**config.mk**
```make
export PLATFORM = sky130hd
export DESIGN_NAME = uart_alu_sequencer_flat
export DESIGN_NICKNAME = d
export VERILOG_FILES = /design/src/rtl/uart_alu_sequencer_if.sv /design/src/rtl/uart_alu_sequencer.sv /design/src/flat_wrapper.sv
export SDC_FILE = /design/constraint.sdc
export NUM_CORES = 1
export LEC_CHECK = 0
export ABC_AREA = 1
export CELL_PAD_IN_SITES_DETAIL_PLACEMENT = 0
export CELL_PAD_IN_SITES_GLOBAL_PLACEMENT = 2
export CORE_MARGIN = 3
export CORE_UTILIZATION = 28
export DETAILED_ROUTE_END_ITERATION = 7
export GPL_ROUTABILITY_DRIVEN = 0
export PLACE_DENSITY_LB_ADDON = 0.1
export SETUP_SLACK_MARGIN = 0.3
export SLEW_MARGIN = 5
export SYNTH_ARGS = -nofsm -noshare
export SYNTH_HDL_FRONTEND = slang
export SYNTH_SLANG_ARGS = --single-unit
export TNS_END_PERCENT = 30
```
**constraint.sdc**
```tcl
create_clock -name i_clock -period 1.9 [get_ports i_clock]
set_input_delay 0.38 -clock i_clock [delete_from_list [all_inputs] [get_ports i_clock]]
set_output_delay 0.38 -clock i_clock [all_outputs]
set_load 0.05 [all_outputs]
```
**src/rtl/uart_alu_sequencer_if.sv**
```systemverilog
// Signal bundle between the UART-ALU sequencer and its RX/TX/ALU neighbours.
// slave is the sequencer's view; master is the view of whatever drives it.
interface uart_alu_sequencer_if #(
    parameter int unsigned DBIT = 8,
    parameter int unsigned OPW  = 6
) ();
    logic            i_s_tick;
    logic [DBIT-1:0] i_rx_data;
    logic            i_rx_done;
    logic            i_tx_done;
    logic [DBIT-1:0] i_alu_result;
    logic [DBIT-1:0] o_alu_a;
    logic [DBIT-1:0] o_alu_b;
    logic [OPW-1:0]  o_alu_op;
    logic [DBIT-1:0] o_tx_data;
    logic            o_tx_start;
    logic            o_busy;
    logic            o_frame_err;
    logic            o_op_err;
    logic            o_overrun;

    modport slave (
        input  i_s_tick, i_rx_data, i_rx_done, i_tx_done, i_alu_result,
        output o_alu_a, o_alu_b, o_alu_op, o_tx_data, o_tx_start, o_busy,
               o_frame_err, o_op_err, o_overrun
    );

    modport master (
        output i_s_tick, i_rx_data, i_rx_done, i_tx_done, i_alu_result,
        input  o_alu_a, o_alu_b, o_alu_op, o_tx_data, o_tx_start, o_busy,
               o_frame_err, o_op_err, o_overrun
    );
endinterface

```
**src/rtl/uart_alu_sequencer.sv**
```systemverilog
// Collects an A/B/opcode frame from the UART receiver, lets the ALU settle for one
// cycle, then launches a single transmission of the result byte.
module uart_alu_sequencer #(
    parameter int unsigned DBIT     = 8,
    parameter int unsigned OPW      = 6,
    parameter int unsigned TO_TICKS = 2560,
    parameter int unsigned TO_W     = 12
) (
    input logic                 i_clock,
    input logic                 i_reset,
    uart_alu_sequencer_if.slave bus
);
    typedef enum logic [2:0] {StWaitA, StWaitB, StWaitOp, StExec, StSend, StWaitTx} state_e;

    localparam logic [OPW-1:0]  OpAdd  = OPW'(32'h20);
    localparam logic [OPW-1:0]  OpSub  = OPW'(32'h22);
    localparam logic [OPW-1:0]  OpAnd  = OPW'(32'h24);
    localparam logic [OPW-1:0]  OpOr   = OPW'(32'h25);
    localparam logic [OPW-1:0]  OpXor  = OPW'(32'h26);
    localparam logic [OPW-1:0]  OpNor  = OPW'(32'h27);
    localparam logic [OPW-1:0]  OpSra  = OPW'(32'h03);
    localparam logic [OPW-1:0]  OpSrl  = OPW'(32'h02);
    localparam logic [TO_W-1:0] ToLast = TO_W'(TO_TICKS - 1);

    state_e          state_q, state_d;
    logic [TO_W-1:0] cnt_q, cnt_d;
    logic [DBIT-1:0] a_q, a_d, b_q, b_d, tx_data_q, tx_data_d;
    logic [OPW-1:0]  op_q, op_d;
    logic            tx_start_q, tx_start_d, busy_q, busy_d;
    logic            frame_err_q, frame_err_d, op_err_q, op_err_d, overrun_q, overrun_d;

    logic [OPW-1:0]  op_field;
    logic            op_legal;

    assign op_field = bus.i_rx_data[OPW-1:0];
    assign op_legal = (bus.i_rx_data[DBIT-1:OPW] == '0) &&
                      (op_field inside {OpAdd, OpSub, OpAnd, OpOr, OpXor, OpNor, OpSra, OpSrl});

    always_comb begin
        state_d     = state_q;
        cnt_d       = cnt_q;
        a_d         = a_q;
        b_d         = b_q;
        op_d        = op_q;
        tx_data_d   = tx_data_q;
        tx_start_d  = 1'b0;
        frame_err_d = 1'b0;
        op_err_d    = 1'b0;
        // Bytes arriving while busy are never consumed by any state.
        overrun_d   = bus.i_rx_done && busy_q;

        unique case (state_q)
            StWaitA: begin
                cnt_d = '0;
                if (bus.i_rx_done) begin
                    a_d     = bus.i_rx_data;
                    state_d = StWaitB;
                end
            end
            StWaitB, StWaitOp: begin
                // A byte on the terminal tick still counts: rx_done is checked first.
                if (bus.i_rx_done) begin
                    cnt_d = '0;
                    if (state_q == StWaitB) begin
                        b_d     = bus.i_rx_data;
                        state_d = StWaitOp;
                    end else if (op_legal) begin
                        op_d    = op_field;
                        state_d = StExec;
                    end else begin
                        op_err_d = 1'b1;
                        state_d  = StWaitA;
                    end
                end else if (bus.i_s_tick) begin
                    if (cnt_q == ToLast) begin
                        frame_err_d = 1'b1;
                        cnt_d       = '0;
                        state_d     = StWaitA;
                    end else begin
                        cnt_d = cnt_q + 1'b1;
                    end
                end
            end
            StExec: begin
                cnt_d      = '0;
                tx_data_d  = bus.i_alu_result;
                tx_start_d = 1'b1;
                state_d    = StSend;
            end
            StSend: begin
                cnt_d   = '0;
                state_d = StWaitTx;
            end
            StWaitTx: begin
                cnt_d = '0;
                if (bus.i_tx_done) begin
                    state_d = StWaitA;
                end
            end
            default: begin
                cnt_d   = '0;
                state_d = StWaitA;
            end
        endcase

        busy_d = state_d inside {StExec, StSend, StWaitTx};
    end

    always_ff @(posedge i_clock) begin
        if (i_reset) begin
            state_q     <= StWaitA;
            cnt_q       <= '0;
            a_q         <= '0;
            b_q         <= '0;
            op_q        <= '0;
            tx_data_q   <= '0;
            tx_start_q  <= 1'b0;
            busy_q      <= 1'b0;
            frame_err_q <= 1'b0;
            op_err_q    <= 1'b0;
            overrun_q   <= 1'b0;
        end else begin
            state_q     <= state_d;
            cnt_q       <= cnt_d;
            a_q         <= a_d;
            b_q         <= b_d;
            op_q        <= op_d;
            tx_data_q   <= tx_data_d;
            tx_start_q  <= tx_start_d;
            busy_q      <= busy_d;
            frame_err_q <= frame_err_d;
            op_err_q    <= op_err_d;
            overrun_q   <= overrun_d;
        end
    end

    assign bus.o_alu_a     = a_q;
    assign bus.o_alu_b     = b_q;
    assign bus.o_alu_op    = op_q;
    assign bus.o_tx_data   = tx_data_q;
    assign bus.o_tx_start  = tx_start_q;
    assign bus.o_busy      = busy_q;
    assign bus.o_frame_err = frame_err_q;
    assign bus.o_op_err    = op_err_q;
    assign bus.o_overrun   = overrun_q;
endmodule

```
**src/flat_wrapper.sv**
```systemverilog
// flat-port wrapper written by rule: the top's interface ports become plain ports
module uart_alu_sequencer_flat 
#(
    parameter int unsigned DBIT     = 8,
    parameter int unsigned OPW      = 6,
    parameter int unsigned TO_TICKS = 2560,
    parameter int unsigned TO_W     = 12
)
  (i_clock, i_reset, bus_i_s_tick, bus_i_rx_data, bus_i_rx_done, bus_i_tx_done, bus_i_alu_result, bus_o_alu_a, bus_o_alu_b, bus_o_alu_op, bus_o_tx_data, bus_o_tx_start, bus_o_busy, bus_o_frame_err, bus_o_op_err, bus_o_overrun);
  uart_alu_sequencer_if #(.DBIT(DBIT), .OPW(OPW)) bus_i ();
  input logic i_clock;
  input logic i_reset;
  input wire logic [$bits(bus_i.i_s_tick)-1:0] bus_i_s_tick;
  input wire logic [$bits(bus_i.i_rx_data)-1:0] bus_i_rx_data;
  input wire logic [$bits(bus_i.i_rx_done)-1:0] bus_i_rx_done;
  input wire logic [$bits(bus_i.i_tx_done)-1:0] bus_i_tx_done;
  input wire logic [$bits(bus_i.i_alu_result)-1:0] bus_i_alu_result;
  output wire logic [$bits(bus_i.o_alu_a)-1:0] bus_o_alu_a;
  output wire logic [$bits(bus_i.o_alu_b)-1:0] bus_o_alu_b;
  output wire logic [$bits(bus_i.o_alu_op)-1:0] bus_o_alu_op;
  output wire logic [$bits(bus_i.o_tx_data)-1:0] bus_o_tx_data;
  output wire logic [$bits(bus_i.o_tx_start)-1:0] bus_o_tx_start;
  output wire logic [$bits(bus_i.o_busy)-1:0] bus_o_busy;
  output wire logic [$bits(bus_i.o_frame_err)-1:0] bus_o_frame_err;
  output wire logic [$bits(bus_i.o_op_err)-1:0] bus_o_op_err;
  output wire logic [$bits(bus_i.o_overrun)-1:0] bus_o_overrun;
  assign bus_i.i_s_tick = bus_i_s_tick;
  assign bus_i.i_rx_data = bus_i_rx_data;
  assign bus_i.i_rx_done = bus_i_rx_done;
  assign bus_i.i_tx_done = bus_i_tx_done;
  assign bus_i.i_alu_result = bus_i_alu_result;
  assign bus_o_alu_a = bus_i.o_alu_a;
  assign bus_o_alu_b = bus_i.o_alu_b;
  assign bus_o_alu_op = bus_i.o_alu_op;
  assign bus_o_tx_data = bus_i.o_tx_data;
  assign bus_o_tx_start = bus_i.o_tx_start;
  assign bus_o_busy = bus_i.o_busy;
  assign bus_o_frame_err = bus_i.o_frame_err;
  assign bus_o_op_err = bus_i.o_op_err;
  assign bus_o_overrun = bus_i.o_overrun;
  uart_alu_sequencer #(.DBIT(DBIT), .OPW(OPW), .TO_TICKS(TO_TICKS), .TO_W(TO_W)) u_core (.i_clock(i_clock), .i_reset(i_reset), .bus(bus_i));
endmodule
```
; ---- Yosys cells after proc, flatten, opt, wreduce, memory -nomap -nowiden
; Cells that the tools add are included.
[totals]
in_bits = 21
memories = 0
regBits = 50
ramBits = 0
latch_bits = 0
word_cells = 58
out_inout_bits = 35
romBits = 0
[op_classes]
mux = 12
n_div = 0
n_eq_ne = 17
n_mul = 0
shifts = 0
addsub = 1
magnitude_cmp = 0
n_reduce_logical = 13
bitwise = 4
[op_table]
columns = op, count
row1 = == test 6 bit (second input constant), 6
row2 = 2-to-1 mux 3 bit, 6
row3 = one-hot mux 3 bit (5 select lines), 1
row4 = adder 12 x 1 -> 12 bit (second input constant), 1
row5 = == test 12 bit (second input constant), 1
row6 = == test 3 bit (second input constant), 4
row7 = == test 6 x 2 -> 1 bit (second input constant), 2
row8 = 2-to-1 mux 12 bit, 1
row9 = == test 3 x 2 -> 1 bit (second input constant), 3
row10 = nonzero test 8 bit, 1
row11 = OR reduction 4 bit, 2
row12 = NOT 1 bit, 4
row13 = AND reduction 4 bit, 1
row14 = == test 3 x 1 -> 1 bit (second input constant), 1
row15 = zero test 3 bit, 1
row16 = 2-to-1 mux 1 bit, 3
row17 = AND reduction 3 bit, 1
row18 = nonzero test 3 bit, 1
row19 = OR reduction 3 bit, 1
row20 = logical AND 1 bit, 2
row21 = zero test 2 bit, 1
row22 = 2-to-1 mux 2 bit, 1
row23 = AND reduction 2 bit, 1
row24 = OR reduction 2 bit, 1

; ---- Longest topological paths before layout
; Gate-level depths: netlist (run 1).
[logic_depth]
depth_word = 9
mapped_depth = 8
mapped_depth_nobuf = 8

; ---- Worst setup path after synthesis (run 1)
; Ideal clock, no wire load.
[synth_path]
path_type = reg-to-reg
start = register u_core.cnt_q[0]
end = register u_core.cnt_q[10]
required_time_ps = 1785
path_buffers = 0
slack_ps = 604
arrival_ps = 1181
setup_ps = 115
stages_incl_launch_ff = 9
period_less_slack_ps = 1296
path_cell_list = dfxtp_1 > ha_1 > nand2_1 > nor2_1 > nand3_1 > nor2_1 > nand3_1 > nand3_1 > nor2_1
[synth_between]
elab_chain_len = 2
elab_cells_between_ends = 3
cone_classes = add/sub: 1 / eq/ne: 1 / mux: 1
[synth_lines]
columns = element, line
row1 = start: declaration, uart_alu_sequencer.sv:26  ; logic [TO_W-1:0] cnt_q, cnt_d;
row2 = start signal: assignment, uart_alu_sequencer.sv:124  ; cnt_q <= cnt_d;
row3 = adder 12 x 1 -> 12 bit / == test 12 bit (equally long branches), "uart_alu_sequencer.sv:80, uart_alu_sequencer.sv:75"
row4 = 2-to-1 mux 12 bit *, uart_alu_sequencer.sv:75  ; if (cnt_q == ToLast) begin
; Every way passes the cells marked *; elsewhere a longest branch is shown, timed or not.
; A chain may end at the register's enable or synchronous reset.

; ---- Worst setup path in the final report (run 1)
[layout_path]
start = register u_core.tx_data_q[7] (netlist: u_core.bus.o_tx_data[7])
end = output bus_o_tx_data[7]
[layout_lines]
columns = element, line
row1 = start: declaration, uart_alu_sequencer.sv:27  ; logic [DBIT-1:0] a_q, a_d, b_q, b_d, tx_data_q, tx_data_d;
row2 = start signal: assignment, uart_alu_sequencer.sv:128  ; tx_data_q <= tx_data_d;
row3 = end: declaration, flat_wrapper.sv:21  ; output wire logic [$bits(bus_i.o_tx_data)-1:0] bus_o_tx_data;
; No word-level cell between the ends.

==> key figures, run 1 <==
Outcome
  – Status: finished, final reports clean

Clock tree
  – CTS tree: done
  – Clk slew on worst S/H paths: 0.08 ns
  – Worst skew pair latency: 0.30 ns
  – CTS Buf Count: 5
  – CTS root buf: clkbuf_8
  – Hold_buf cts: 0
  – H-Tree Depth: 2
  – Clock buffer depth: 2
  – Clk sinks: 50

Worst setup path
  – CP Buf/Inv Count: 1
  – CP Capture Type: primary output
  – Slowest stage cell, crit path: clkdlybuf4s50_1
  – WP data required: 1.52 ns
  – Critical path depth: 1
  – Cells on worst reg2reg path: 6
  – Crit Path Category: register to primary output
  – Worst setup SP type: register
  – Cells along the critical path: clkdlybuf4s50_1
  – Critical path arrival: 1.43 ns
  – Family with the most delay on the worst path: buffers and inverters
  – Worst-path maximum fanout: 2
  – Worst path max stage delay: 0.80 ns

Power
  – Worst vdd ir: 0.312 mV
  – Comb pwr share: 16.5%
  – Share of total power in the clock network: about 29%
  – Power Density: 713 mW/mm^2
  – Seq pwr share: 54.5%
  – P_int: between 0.001 and 0.0015 W
  – Sw power: 0.000553 W
  – Switching share of power: approximately 28%
  – Lkg Pwr: 1.38 nW

STA
  – Count of final setup violators: 0
  – Minimum clock period: 1.81 ns
  – TNS Setup: 0 ns
  – Hold slack: 0.445 ns
  – Clk_skew: 0.00583 ns
  – Worst slew pin tran: 0.512 ns
  – Max-Slew Margin vs Limit: 65.6%
  – RSZ-0062 raised after global routing: yes
  – Final Hold Viols: 0
  – Final Max Tran Viols: 0
  – Final worst path period share: 95.4%
  – Max frequency: 0.552 GHz

Floorplanning
  – Die Ht: between 90 and 100 um
  – Initial core utilization: around 29%
  – # IOs: 56
  – Row Count: 30
  – Die footprint: 0.00821 mm^2
  – Core area: 0.00687 mm^2
  – Die width: 90.6 um

Synth
  – Netlist cell types: 25
  – Most frequent cell after synthesis: nor2_1
  – Leading area contributor after synthesis: dfxtp_1
  – Post-synthesis instance total: 264
  – Synth Area per Inst: 7.60 um^2
  – Yosys reg bits: 50
  – Synth Flop Type: dfxtp_1
  – Syn nets: between 200 and 300
  – Yosys warnings: 0
  – Post-synth ARST share: 0%
  – Post-synthesis cell area: 0.00201 mm^2
  – Post-synth top cells: 61 x nor2_1, 50 x dfxtp_1, 39 x nand2_1
  – Post-synthesis sequential area ratio: about half
  – Post-synth top area share: 49.9%
  – Top cells by area, synth: dfxtp_1 50%, nor2_1 11%, nand2_1 7.3%
  – EDFF count, synth: 0

Routing
  – Highest routed layer: met4
  – Initial drt markers: 85
  – Vias per cell: roughly 4.3
  – DRC Markers: 0
  – Routed len/inst: 12.0 um
  – Met2 wire length: roughly 2100 um
  – Detailed-route via count: 1828
  – Routed WL: 5110 um
  – Met3 Wirelength: 354 um
  – Pre-antenna DRT Iters: 4
  – Post-route ant nets: 0
  – Met1 Routed Length: 2610 um

Finish
  – Non-filler cells, final: 427
  – Antenna cells: 0
  – Share of post-route cells with drive strength above 1: 10.9%
  – Nets: about 350
  – Number of fill cells in the layout: 746
  – Final core utilization: 41.0%
  – Area growth syn-to-layout: 40.5%

GRT
  – GRT overflow: 0
  – Gr usage total: 12.8%
  – Vias in the first global route: 1702
  – Initial antenna violation count: 0
  – Largest net degree at the start of global routing: 21
  – First-pass GRT wire length: 8500 um

Placement
  – Placed cell count: 420
  – I/O Buffers: 55
  – Dpl hpwl: 3770 um

Hold path
  – WHS Path Cells: 2
  – HP Class: register to register

Run
  – Max-cap check violation count: 0
[cell usage in the layout (no fill, tap or decap)]
cell / Yosys / routed
nor2_1: 61 / 61
dfxtp_1: 50 / 50
nand2_1: 39 / 39
clkdlybuf4s50_1: 0 / 26
inv_1: 22 / 22
o21ai_0: 21 / 21
buf_4: 2 / 20
nand3_1: 18 / 18
a21oi_1: 18 / 18
dlymetal6s2s_1: 0 / 14
dlygate4sd2_1: 0 / 8
clkbuf_8: 0 / 5
nand4_1: 4 / 4
xor2_1: 4 / 4
nor3_1: 3 / 3
nand2_2: 3 / 3
nor2_4: 2 / 2
nor2_2: 2 / 2
clkbuf_1: 4 / 2
o21bai_1: 1 / 1
nand4_2: 1 / 1
a31oi_1: 1 / 1
nor3_4: 1 / 1
nor3b_2: 1 / 1
xnor2_1: 1 / 1
nor3_2: 1 / 1
nor2b_1: 1 / 1
ha_1: 1 / 1
[metal layers]
layer,vias up,track usage [%]
met3,5,3.92
li1,980,-
met2,50,17.9
met5,-,0
met4,0,3.83
met1,793,18.8
[final timing paths]
check | start | endpoint | slack [ns]
max | u_core.bus.o_tx_data[7]$_SDFFE_PP0P_ | bus_o_tx_data[7] | 0.09
min | u_core.bus.o_alu_op[4]$_SDFFE_PP0P_ | u_core.bus.o_alu_op[4]$_SDFFE_PP0P_ | 0.45
max reg2reg | u_core.cnt_q[0]$_SDFFE_PP0P_ | u_core.cnt_q[11]$_SDFFE_PP0P_ | 0.34
min reg2reg | u_core.bus.o_alu_op[4]$_SDFFE_PP0P_ | u_core.bus.o_alu_op[4]$_SDFFE_PP0P_ | 0.45
[flip-flops by register name (all words and copies together), names as in the netlist]
| register | flops |
|---|---|
| u_core.bus.o_tx_data | 8 |
| u_core.bus.o_busy | 1 |
| u_core.bus.o_op_err | 1 |
| u_core.bus.o_alu_b | 8 |
| u_core.state_q | 3 |
| u_core.bus.o_alu_op | 6 |
| u_core.bus.o_overrun | 1 |
| u_core.bus.o_tx_start | 1 |
| u_core.bus.o_alu_a | 8 |
| u_core.cnt_q | 12 |
| u_core.bus.o_frame_err | 1 |
[through the flow]
step | setup slack (ns) | instance area, um^2 | power (W)
5_1_grt | 0.0483 | 2820 | 0.00212
3_3_place_gp | 0.0568 | 2720 | 0.00146
2_1_floorplan | 0.604 | 2010 | 0.00131
4_1_cts | 0.0627 | 2780 | 0.00204
3_5_place_dp | 0.0379 | 2720 | 0.00146
6_report | 0.0873 | 2820 | 0.00201
[kinds of logic after synthesis]
logic type	Yosys count	share of synthesized area [%]
AND/OR/NAND/NOR	137	30.8
adder cells (fa/ha/maj)	1	0.624
XOR/XNOR	5	2.18
buffers and inverters	30	6.11
AO/OA/AOI/OAI	41	10.4
flip-flops	50	49.9
[layout make-up]
| class | instances | area [um^2] | share of cell area, % |
|---|---|---|---|
| Inverter | 22 | 82.6 | 2.93 |
| Timing Repair Buffer | 68 | 656 | 23.3 |
| Sequential cell | 50 | 1000 | 35.5 |
| Multi-Input combinational cell | 184 | 882 | 31.3 |
| Clock buffer | 7 | 76.3 | 2.71 |
| Tap cell | 96 | 120 | 4.26 |
[power by group through the flow]
stage | registers (W) | logic (W) | clock network [W]
6_report | 0.00109 | 0.000331 | 0.000584
5_1_grt | 0.00110 | 0.000362 | 0.000662
4_1_cts | 0.00110 | 0.000337 | 0.000610
3_5_place_dp | 0.00112 | 0.000339 | 0
3_3_place_gp | 0.00112 | 0.000339 | 0
2_1_floorplan | 0.00121 | 0.000100 | 0
[timing repair]
action / CTS / global route
gates resized for setup: 8 / 14
endpoints found under the setup margin: 28 / 48
buffers inserted: 0 / 0
No activity file was read; power rests on OpenSTA's default activity.
==> inputs of run 2 (changes only) <==
--- a/config.mk
+++ b/config.mk
@@ -8,12 +8,11 @@
 export ABC_AREA = 1
 export CELL_PAD_IN_SITES_DETAIL_PLACEMENT = 0
 export CELL_PAD_IN_SITES_GLOBAL_PLACEMENT = 2
-export CORE_MARGIN = 3
 export CORE_UTILIZATION = 28
 export DETAILED_ROUTE_END_ITERATION = 7
 export GPL_ROUTABILITY_DRIVEN = 0
 export PLACE_DENSITY_LB_ADDON = 0.1
-export SETUP_SLACK_MARGIN = 0.3
+export SETUP_SLACK_MARGIN = 0.1
 export SLEW_MARGIN = 5
 export SYNTH_ARGS = -nofsm -noshare
 export SYNTH_HDL_FRONTEND = slang
==> key figures, run 2 (synthesized netlist as in run 1, its figures left out) <==
Outcome
  – Status: finished, final reports clean

Finish
  – Commonest non-fill, non-tap cell in the layout: nor2_1
  – Final core utilization: 41.0% (about the same)
  – Most flops, register: u_core.cnt_q
  – Largest register FFs: 12 (unchanged)
  – Nets: 351 (-0.57%)
  – Antenna cells: 0 (unchanged)
  – Non-filler cells, final: 426 (-0.23%)
  – Area growth syn-to-layout: 40.4% (about the same)
  – Share of post-route cells with drive strength above 1: 9.39% (-1.5 points)
  – Leading cell types in the layout, fill and taps excluded: 61 x nor2_1, 50 x dfxtp_1, 39 x nand2_1
  – Final Cell Area: 0.00282 mm^2 (about the same)

Floorplanning
  – Row Count: 30 (unchanged)
  – Die width: 86.6 um (-4.4%)
  – Die Ht: 86.6 um (-4.4%)
  – # IOs: 56 (unchanged)
  – Core area: 0.00687 mm^2 (unchanged)
  – Initial core utilization: 29.2% (unchanged)
  – Die footprint: 0.00751 mm^2 (-8.6%)

Clock tree
  – CTS tree: done
  – Clk sinks: 50 (unchanged)
  – Hold_buf cts: 0 (unchanged)
  – H-Tree Depth: 2 (unchanged)
  – CTS Buf Count: 5 (unchanged)
  – Worst skew pair latency: 0.30 ns (about the same)
  – Clk slew on worst S/H paths: 0.09 ns (about the same)
  – Post-CTS setup buffer count: 0 (unchanged)
  – CTS root buf: clkbuf_8
  – Clock buffer depth: 2 (unchanged)

STA
  – Max-Slew Margin vs Limit: 65.7% (+0.16 points)
  – Worst slew pin tran: 0.513 ns (+0.000774 ns)
  – TNS Setup: 0 ns (unchanged)
  – Final Max Tran Viols: 0 (unchanged)
  – Clk_skew: 0.00425 ns (-0.00158 ns)
  – Minimum clock period: 1.83 ns (+0.0186 ns)
  – Count of final setup violators: 0 (unchanged)
  – Hold slack: 0.445 ns (-0.000857 ns)
  – Final Hold Viols: 0 (unchanged)
  – RSZ-0062 raised after global routing: yes
  – Final worst path period share: 96.4% (+0.98 points)
  – Max frequency: 0.546 GHz (-1.0%)

Routing
  – DRC Markers: 0 (unchanged)
  – Pre-antenna DRT Iters: 4 (unchanged)
  – Routed len/inst: 11.9 um (-0.69%)
  – Post-route ant nets: 0 (unchanged)
  – Initial drt markers: 77 (-9.4%)
  – Vias per cell: 4.22 (-1.5%)
  – Routed WL: 5060 um (-0.92%)
  – Detailed-route via count: 1796 (-1.8%)

Worst setup path
  – Family with the most delay on the worst path: buffers and inverters
  – CP Buf/Inv Count: 1 (unchanged)
  – Worst setup SP type: register
  – Worst path max stage delay: 0.80 ns (about the same)
  – Crit Path Category: register to primary output
  – Cells on worst reg2reg path: 8 (+2)
  – WP data required: 1.52 ns (about the same)
  – Cells along the critical path: clkdlybuf4s50_1
  – Worst-path maximum fanout: 2 (unchanged)
  – CP Capture Type: primary output
  – Slowest stage cell, crit path: clkdlybuf4s50_1
  – Critical path depth: 1 (unchanged)
  – Critical path arrival: 1.45 ns (+0.02 ns)

Power
  – Lkg Pwr: 1.26 nW (-8.9%)
  – Power Density: 738 mW/mm^2 (+3.5%)
  – Worst vdd ir: 0.232 mV (-26%)

Placement
  – Placed cell count: 418 (-0.48%)
  – I/O Buffers: 55 (unchanged)
  – Dpl hpwl: 3730 um (-1.1%)
  – Placement Cell Area: 0.00272 mm^2 (unchanged)

GRT
  – Gr usage total: 14.5% (+1.6 points)
  – GRT overflow: 0 (unchanged)
  – Largest net degree at the start of global routing: 21 (unchanged)
  – First-pass GRT wire length: 8370 um (-1.5%)
  – Vias in the first global route: 1701 (-0.059%)
  – Initial antenna violation count: 0 (unchanged)

Run
  – Max-cap check violation count: 0 (unchanged)

Hold path
  – HP Class: register to register
  – WHS Path Cells: 2 (unchanged)
## run 2: cell count changes in the layout (fill, tap and decap cells not counted), sizes merged
cell,before,now
clkbuf,7,6
clkinv,0,1
clkinvlp,0,1
clkdlybuf4s50,26,37
dlymetal6s2s,14,7
buf,20,12
dlygate4sd2,8,10
## run 2: cell type report
class                           count  area [um^2]
Tap cell                           96          120
Multi-Input combinational cell    184          882
Sequential cell                    50         1000
Clock buffer                        6         82.6
Clock inverter                      2         12.5
Fill cell                         735         4050
Inverter                           22         82.6
Timing Repair Buffer               66          636
## run 2: metal layers
metal / routed length (um) / share of wire (%) / GRT usage (%) / vias to the layer above
met5: 0 / 0 / 0 / -
met4: 46 / 0.91 / 4.55 / 0
met3: 311 / 6.1 / 4.00 / 4
met2: 2060 / 41 / 21.1 / 48
met1: 2650 / 52 / 20.6 / 772
li1: - / - / - / 972
## run 2: per-stage QoR
step / setup WS (ns) / power [W]
final: 0.0687 / 0.00208
after detailed placement: -0.0208 / 0.00146
after CTS: 0.0503 / 0.00212
after global routing: 0.0227 / 0.00219
after global placement: -0.00298 / 0.00146
after floorplan: 0.604 / 0.00131
## run 2: worst register-to-register path: stages (launching register included)
cell	delay, ns
dfxtp_1	0.38
ha_1	0.18
nand2_1	0.08
nor2_1	0.24
nand3_1	0.20
nor2_1	0.16
nand3_1	0.08
nand3_1	0.08
nor2_1	0.04
## run 2: final timing paths
kind / from / slack [ns] / endpoint
setup / recovery: u_core.bus.o_alu_a[3]$_SDFFE_PP0P_ / 0.07 / bus_o_alu_a[3]
hold / removal: u_core.bus.o_alu_op[3]$_SDFFE_PP0P_ / 0.44 / u_core.bus.o_alu_op[3]$_SDFFE_PP0P_
setup reg to reg: u_core.cnt_q[0]$_SDFFE_PP0P_ / 0.37 / u_core.cnt_q[10]$_SDFFE_PP0P_
hold reg to reg: u_core.bus.o_alu_op[3]$_SDFFE_PP0P_ / 0.44 / u_core.bus.o_alu_op[3]$_SDFFE_PP0P_
## run 2: power by group
| group | switching (W) | total [W] | internal [W] |
|---|---|---|---|
| logic | 0.000207 | 0.000329 | 0.000122 |
| clock network | 0.000361 | 0.000654 | 0.000293 |
| registers | 0.0000171 | 0.00110 | 0.00108 |
## run 2: timing repair
| action | CTS | global route |
|---|---|---|
| pin swaps | 0 | 0 |
| resized for setup | 10 | 7 |
| setup endpoints to repair | 34 | 26 |
==> inputs of run 3 (changes only) <==
--- a/config.mk
+++ b/config.mk
@@ -11,7 +11,9 @@
 export CORE_UTILIZATION = 28
 export DETAILED_ROUTE_END_ITERATION = 7
 export GPL_ROUTABILITY_DRIVEN = 0
+export GPL_TIMING_DRIVEN = 0
 export PLACE_DENSITY_LB_ADDON = 0.1
+export REMOVE_ABC_BUFFERS = 1
 export SETUP_SLACK_MARGIN = 0.1
 export SLEW_MARGIN = 5
 export SYNTH_ARGS = -nofsm -noshare
==> key figures, run 3 (synthesized netlist as in run 1, its figures left out) <==
Clock tree
  – CTS Buf Count: 5 (unchanged)
  – Clk sinks: 50 (unchanged)
  – Post-CTS setup buffer count: 0 (unchanged)
  – Clock buffer depth: 2 (unchanged)
  – H-Tree Depth: 2 (unchanged)
  – Hold_buf cts: 0 (unchanged)
  – CTS tree: done
  – Clk slew on worst S/H paths: 0.09 ns (about the same)
  – CTS root buf: clkbuf_8
  – Worst skew pair latency: 0.30 ns (about the same)

GRT
  – M1 GR Usage: 19.3% (-1.3 points)
  – Largest net degree at the start of global routing: 21 (unchanged)
  – First-pass GRT wire length: 8100 um (-3.2%)
  – Vias in the first global route: 1615 (-5.1%)
  – GRT overflow: 0 (unchanged)
  – Gr usage total: 14.0% (-0.42 points)
  – Global Route met2 Usage: 20.9% (-0.22 points)
  – Initial antenna violation count: 0 (unchanged)
  – Global route hottest layer: met2
  – Met3 Track Usage GR: 4.38% (+0.38 points)

Routing
  – Vias per cell: 4.33 (+2.7%)
  – Initial drt markers: 49 (-36%)
  – Detailed-route via count: 1796 (unchanged)
  – Pre-antenna DRT Iters: 4 (unchanged)
  – DRC Markers: 0 (unchanged)
  – Post-route ant nets: 0 (unchanged)
  – Routed len/inst: 11.8 um (-0.59%)
  – Routed WL: 4900 um (-3.2%)

Worst setup path
  – CP Capture Type: primary output
  – Family with the most delay on the worst path: buffers and inverters
  – Worst path max stage delay: 0.81 ns (about the same)
  – Worst setup SP type: register
  – Critical path arrival: 1.45 ns (about the same)
  – WP data required: 1.52 ns (about the same)
  – Slowest stage cell, crit path: clkdlybuf4s50_1
  – Cells along the critical path: clkdlybuf4s50_1
  – Crit Path Category: register to primary output
  – Worst-path maximum fanout: 2 (unchanged)
  – FF-to-FF setup slack: 0.31 ns (-0.06 ns)
  – CP Buf/Inv Count: 1 (unchanged)

Power
  – Sw power: 0.000572 W (-2.1%)
  – Share of total power in the clock network: 31.4% (about the same)
  – Overall Power: 0.00206 W (-1.0%)
  – Seq pwr share: 53.2% (+0.5 points)
  – Switching share of power: 27.8% (-0.31 points)
  – Power Density: 751 mW/mm^2 (+1.7%)
  – Lkg Pwr: 1.09 nW (-14%)
  – Comb pwr share: 15.4% (-0.4 points)
  – P_int: 0.00148 W (-0.63%)
  – Worst vdd ir: 0.228 mV (-1.7%)

Floorplanning
  – Core area: 0.00687 mm^2 (unchanged)
  – Die footprint: 0.00751 mm^2 (unchanged)
  – Row Count: 30 (unchanged)
  – Die width: 86.6 um (unchanged)
  – Initial core utilization: 29.2% (unchanged)
  – # IOs: 56 (unchanged)
  – Die Ht: 86.6 um (unchanged)

STA
  – Minimum clock period: 1.83 ns (+0.000279 ns)
  – Final worst path period share: 96.4% (about the same)
  – Final Hold Viols: 0 (unchanged)
  – Clk_skew: 0.00840 ns (+0.00415 ns)
  – Max frequency: 0.546 GHz (about the same)
  – Max-Slew Margin vs Limit: 65.2% (-0.55 points)
  – Worst slew pin tran: 0.521 ns (+0.00819 ns)
  – RSZ-0062 raised after global routing: yes
  – Count of final setup violators: 0 (unchanged)
  – Final Max Tran Viols: 0 (unchanged)
  – Hold slack: 0.443 ns (-0.00159 ns)
  – Final setup margin: 0.0684 ns (-0.000279 ns)

Finish
  – Commonest non-fill, non-tap cell in the layout: nor2_1
  – Antenna cells: 0 (unchanged)
  – Largest register FFs: 12 (unchanged)
  – Share of post-route cells with drive strength above 1: 6.90% (-2.5 points)
  – Most flops, register: u_core.cnt_q
  – Nets: 340 (-3.1%)
  – Area growth syn-to-layout: 36.6%
  – Leading cell types in the layout, fill and taps excluded: 61 x nor2_1, 50 x clkdlybuf4s50_1, 50 x dfxtp_1
  – Number of fill cells in the layout: 742 (+0.95%)

Outcome
  – Status: finished, final reports clean

Run
  – Max-cap check violation count: 0 (unchanged)

Hold path
  – HP Class: register to register

Placement
  – Dpl hpwl: 3540 um (-5.2%)
  – Setup WS pre-CTS: -0.487 ns (-0.467 ns)
  – I/O Buffers: 55 (unchanged)
run 3: changes by cell type in the layout (fill, tap and decap cells not counted), sizes merged:
| cell | previous run | this run |
|---|---|---|
| dlymetal6s2s | 7 | 3 |
| dlygate4sd2 | 10 | 0 |
| inv | 22 | 21 |
| clkdlybuf4s50 | 37 | 50 |
| clkbuf | 6 | 9 |
| buf | 12 | 0 |
run 3: through the flow:
stage	util (%)	cell area [um^2]	setup TNS [ns]	cells
after floorplan	-	1970	0	256
after global placement	38.4	2640	-16.28	407
after detailed placement	38.4	2640	-15.22	407
after CTS	39.7	2730	0	415
after global routing	39.9	2740	0	415
final	39.9	2740	0	415
run 3: power groups by stage:
stage / clock network (W) / logic, W / registers [W]
after floorplan: 0 / 0.0000843 / 0.00121
after global placement: 0 / 0.000320 / 0.00112
after detailed placement: 0 / 0.000320 / 0.00112
after CTS: 0.000674 / 0.000319 / 0.00110
after global routing: 0.000728 / 0.000343 / 0.00110
final: 0.000645 / 0.000316 / 0.00110
run 3: layout make-up:
class / instances / area [um^2] / area share (%)
sequential: 50 / 1000 / 36.5
multi-input combinational: 184 / 893 / 32.6
timing repair buffer: 55 / 548 / 20.0
tap: 96 / 120 / 4.38
clock buffer: 7 / 86.3 / 3.15
inverter: 22 / 86.3 / 3.15
clock inverter: 1 / 5.00 / 0.183
run 3: timing repair:
| item | CTS | global route |
|---|---|---|
| cloned | 0 | 0 |
| resized for setup | 3 | 9 |
| endpoints found under the setup margin | 74 | 63 |
run 3: path summary, 6_finish.rpt:
| check | start | depth (start not counted) | endpoint |
|---|---|---|---|
| worst max-delay path | u_core.bus.o_alu_a[1]$_SDFFE_PP0P_ | 1 | bus_o_alu_a[1] |
| worst min register to register | u_core.bus.o_busy$_SDFF_PP0_ | 2 | u_core.bus.o_overrun$_SDFF_PP0_ |
| worst max register to register | u_core.cnt_q[0]$_SDFFE_PP0P_ | 8 | u_core.state_q[1]$_SDFF_PP0_ |
| worst min-delay path | u_core.bus.o_busy$_SDFF_PP0_ | 2 | u_core.bus.o_overrun$_SDFF_PP0_ |
run 3: layer usage:
layer  wire, um  part of all wire [%]  up-vias
li1           -                     -      955
met4         61                   1.2        0
met3        287                   5.9        6
met5          0                     0        -
met2       2060                    42       43
met1       2500                    51      792
==> RTL edit (flow settings as in run 1) <==
`tx_data_q` no longer has a reset.
--- a/src/rtl/uart_alu_sequencer.sv
+++ b/src/rtl/uart_alu_sequencer.sv
@@ -115,3 +115,2 @@
             op_q        <= '0;
-            tx_data_q   <= '0;
             tx_start_q  <= 1'b0;
@@ -127,3 +126,2 @@
             op_q        <= op_d;
-            tx_data_q   <= tx_data_d;
             tx_start_q  <= tx_start_d;
@@ -134,2 +132,6 @@
         end
+    end
+
+    always_ff @(posedge i_clock) begin
+        tx_data_q <= tx_data_d;
     end
Function: differs if i_reset is asserted again (counterexample within 10 cycles, from zero or initial values and one cycle with i_reset high); with i_reset held inactive, the same outputs for 10 cycles.
==> RTL edit against run 1 <==
- setup slack improved by 0.0038 ns
- routed wire length decreased by 3.0%
- cell area is 1.3% lower
- cell count fell by 4.9%
- utilization down 0.32 points
- first-iteration DRC count down 32%
- sequential cell count unchanged
- power rose by 0.69%
- area after synthesis shrank 0.75%
- critical path type unchanged
- highest routed layer unchanged
==> RTL edit: results (changes against run 1) <==
Nets - 332 (-5.9%)
Mapped Cells - 242 (-8.3%)
Top cells by area, synth - dfxtp_1, edfxtp_1, nand2_1
Critical Path Start - u_core.bus.o_alu_a[2]$_SDFFE_PP0P_
R2r worst-path depth - 9 (+3)
Leak Pwr - 1.25 nW (-9.8%)
Seq/Total Area, Yosys - 0.543 (+0.0440)
DR iter-0 viols - 58 (-32%)
Area after DPL - 2690 µm² (-1.1%)
Max clock buf depth - 2 (unchanged)
VDD IR max - 0.000303 V (-3.0%)
EDFF count, synth - 8 (+8)
Final Core Density - 0.407 (-0.00324)
First-pass GRT wire length - 8420 µm (-0.89%)
WL/cell - 12.2 µm (+2.0%)
Cell total after placement - 399 (-5.0%)
Filler cells - 739 (-0.94%)
DR pass1 iterations - 4 (unchanged)
Vias/cell - 4.27 (-0.18%)
Tightest Pin Transition - 0.507 ns (-0.00509 ns)
Post-Syn Nets - 264 (-7.7%)
Hold Crit Start - u_core.bus.o_busy$_SDFF_PP0_
Gr usage total - 0.129 (+0.000382)
Max FFs per register - 12 (unchanged)
FF-to-FF End - u_core.cnt_q[10]$_SDFFE_PP0P_
Clock skew - 0.00560 ns (-0.000226 ns)
Hold WS - 0.450 ns (+0.00447 ns)
DP HPWL - 3860 µm (+2.4%)
Vias in the first global route - 1686 (-0.94%)
Status - complete, no violations
Worst R2R Setup Slack - 0.37 ns (+0.03 ns)
Routed wire length - 4960 µm (-3.0%)
Pre-CTS WS - 0.00486 ns (-0.0330 ns)
[RTL edit: cell types whose count changed in the layout (fill, tap and decap cells not counted), moves of 4 or more]
cell / before / now
clkdlybuf4s50_1: 26 / 30
dfxtp_1: 50 / 42
dlymetal6s2s_1: 14 / 9
edfxtp_1: 0 / 8
nand2_1: 39 / 46
nor2_1: 61 / 41
o21ai_0: 21 / 10
[RTL edit: cell families (layout without fill, tap and decap cells)]
logic type      count (synthesis)  after routing  synth area share
buf+inv                        33            101            0.0698
xor+xnor                        3              3            0.0132
compound gates                 34             34            0.0861
simple gates                  121            121             0.282
fa+ha+maj                       1              1           0.00628
flops                          50             50             0.543
[RTL edit: timing repair]
item                       in CTS  in global routing
setup endpoints to repair      26                 33
hold buffers                    0                  0
resized for setup               7                  9
[RTL edit: worst max-delay path by stage]
stage / end / slack, ns / cells past startpoint
after floorplan: u_core.bus.o_tx_data[0]$_DFFE_PP_ / 0.53 / 2
after global placement: u_core.bus.o_alu_op[0]$_SDFFE_PP0P_ / 0.03 / 6
after detailed placement: u_core.bus.o_alu_op[0]$_SDFFE_PP0P_ / 0.005 / 7
after CTS: bus_o_alu_b[4] / 0.06 / 1
after global routing: bus_o_tx_data[3] / 0.04 / 1
final: bus_o_alu_a[2] / 0.09 / 1
[RTL edit: layout make-up]
type	count	area share
flip-flops and latches	50	0.389
multi-input cells	159	0.277
repair buffers	66	0.225
well taps	96	0.0432
inverters	28	0.0378
clock buffers	5	0.0248
clock inverters	2	0.00360
[RTL edit: power by group]
part	internal (mW)	total [mW]	switching [mW]
Sequential	1.10	1.12	0.0168
Clock	0.248	0.584	0.336
Combinational	0.115	0.318	0.203
[RTL edit: routing by layer]
layer / up-vias / global-route usage / part of all wire
met4: 0 / 0.0383 / 0.013
met1: 777 / 0.185 / 0.52
met3: 5 / 0.0425 / 0.056
met5: - / 0 / 0
met2: 42 / 0.182 / 0.41
li1: 911 / - / -
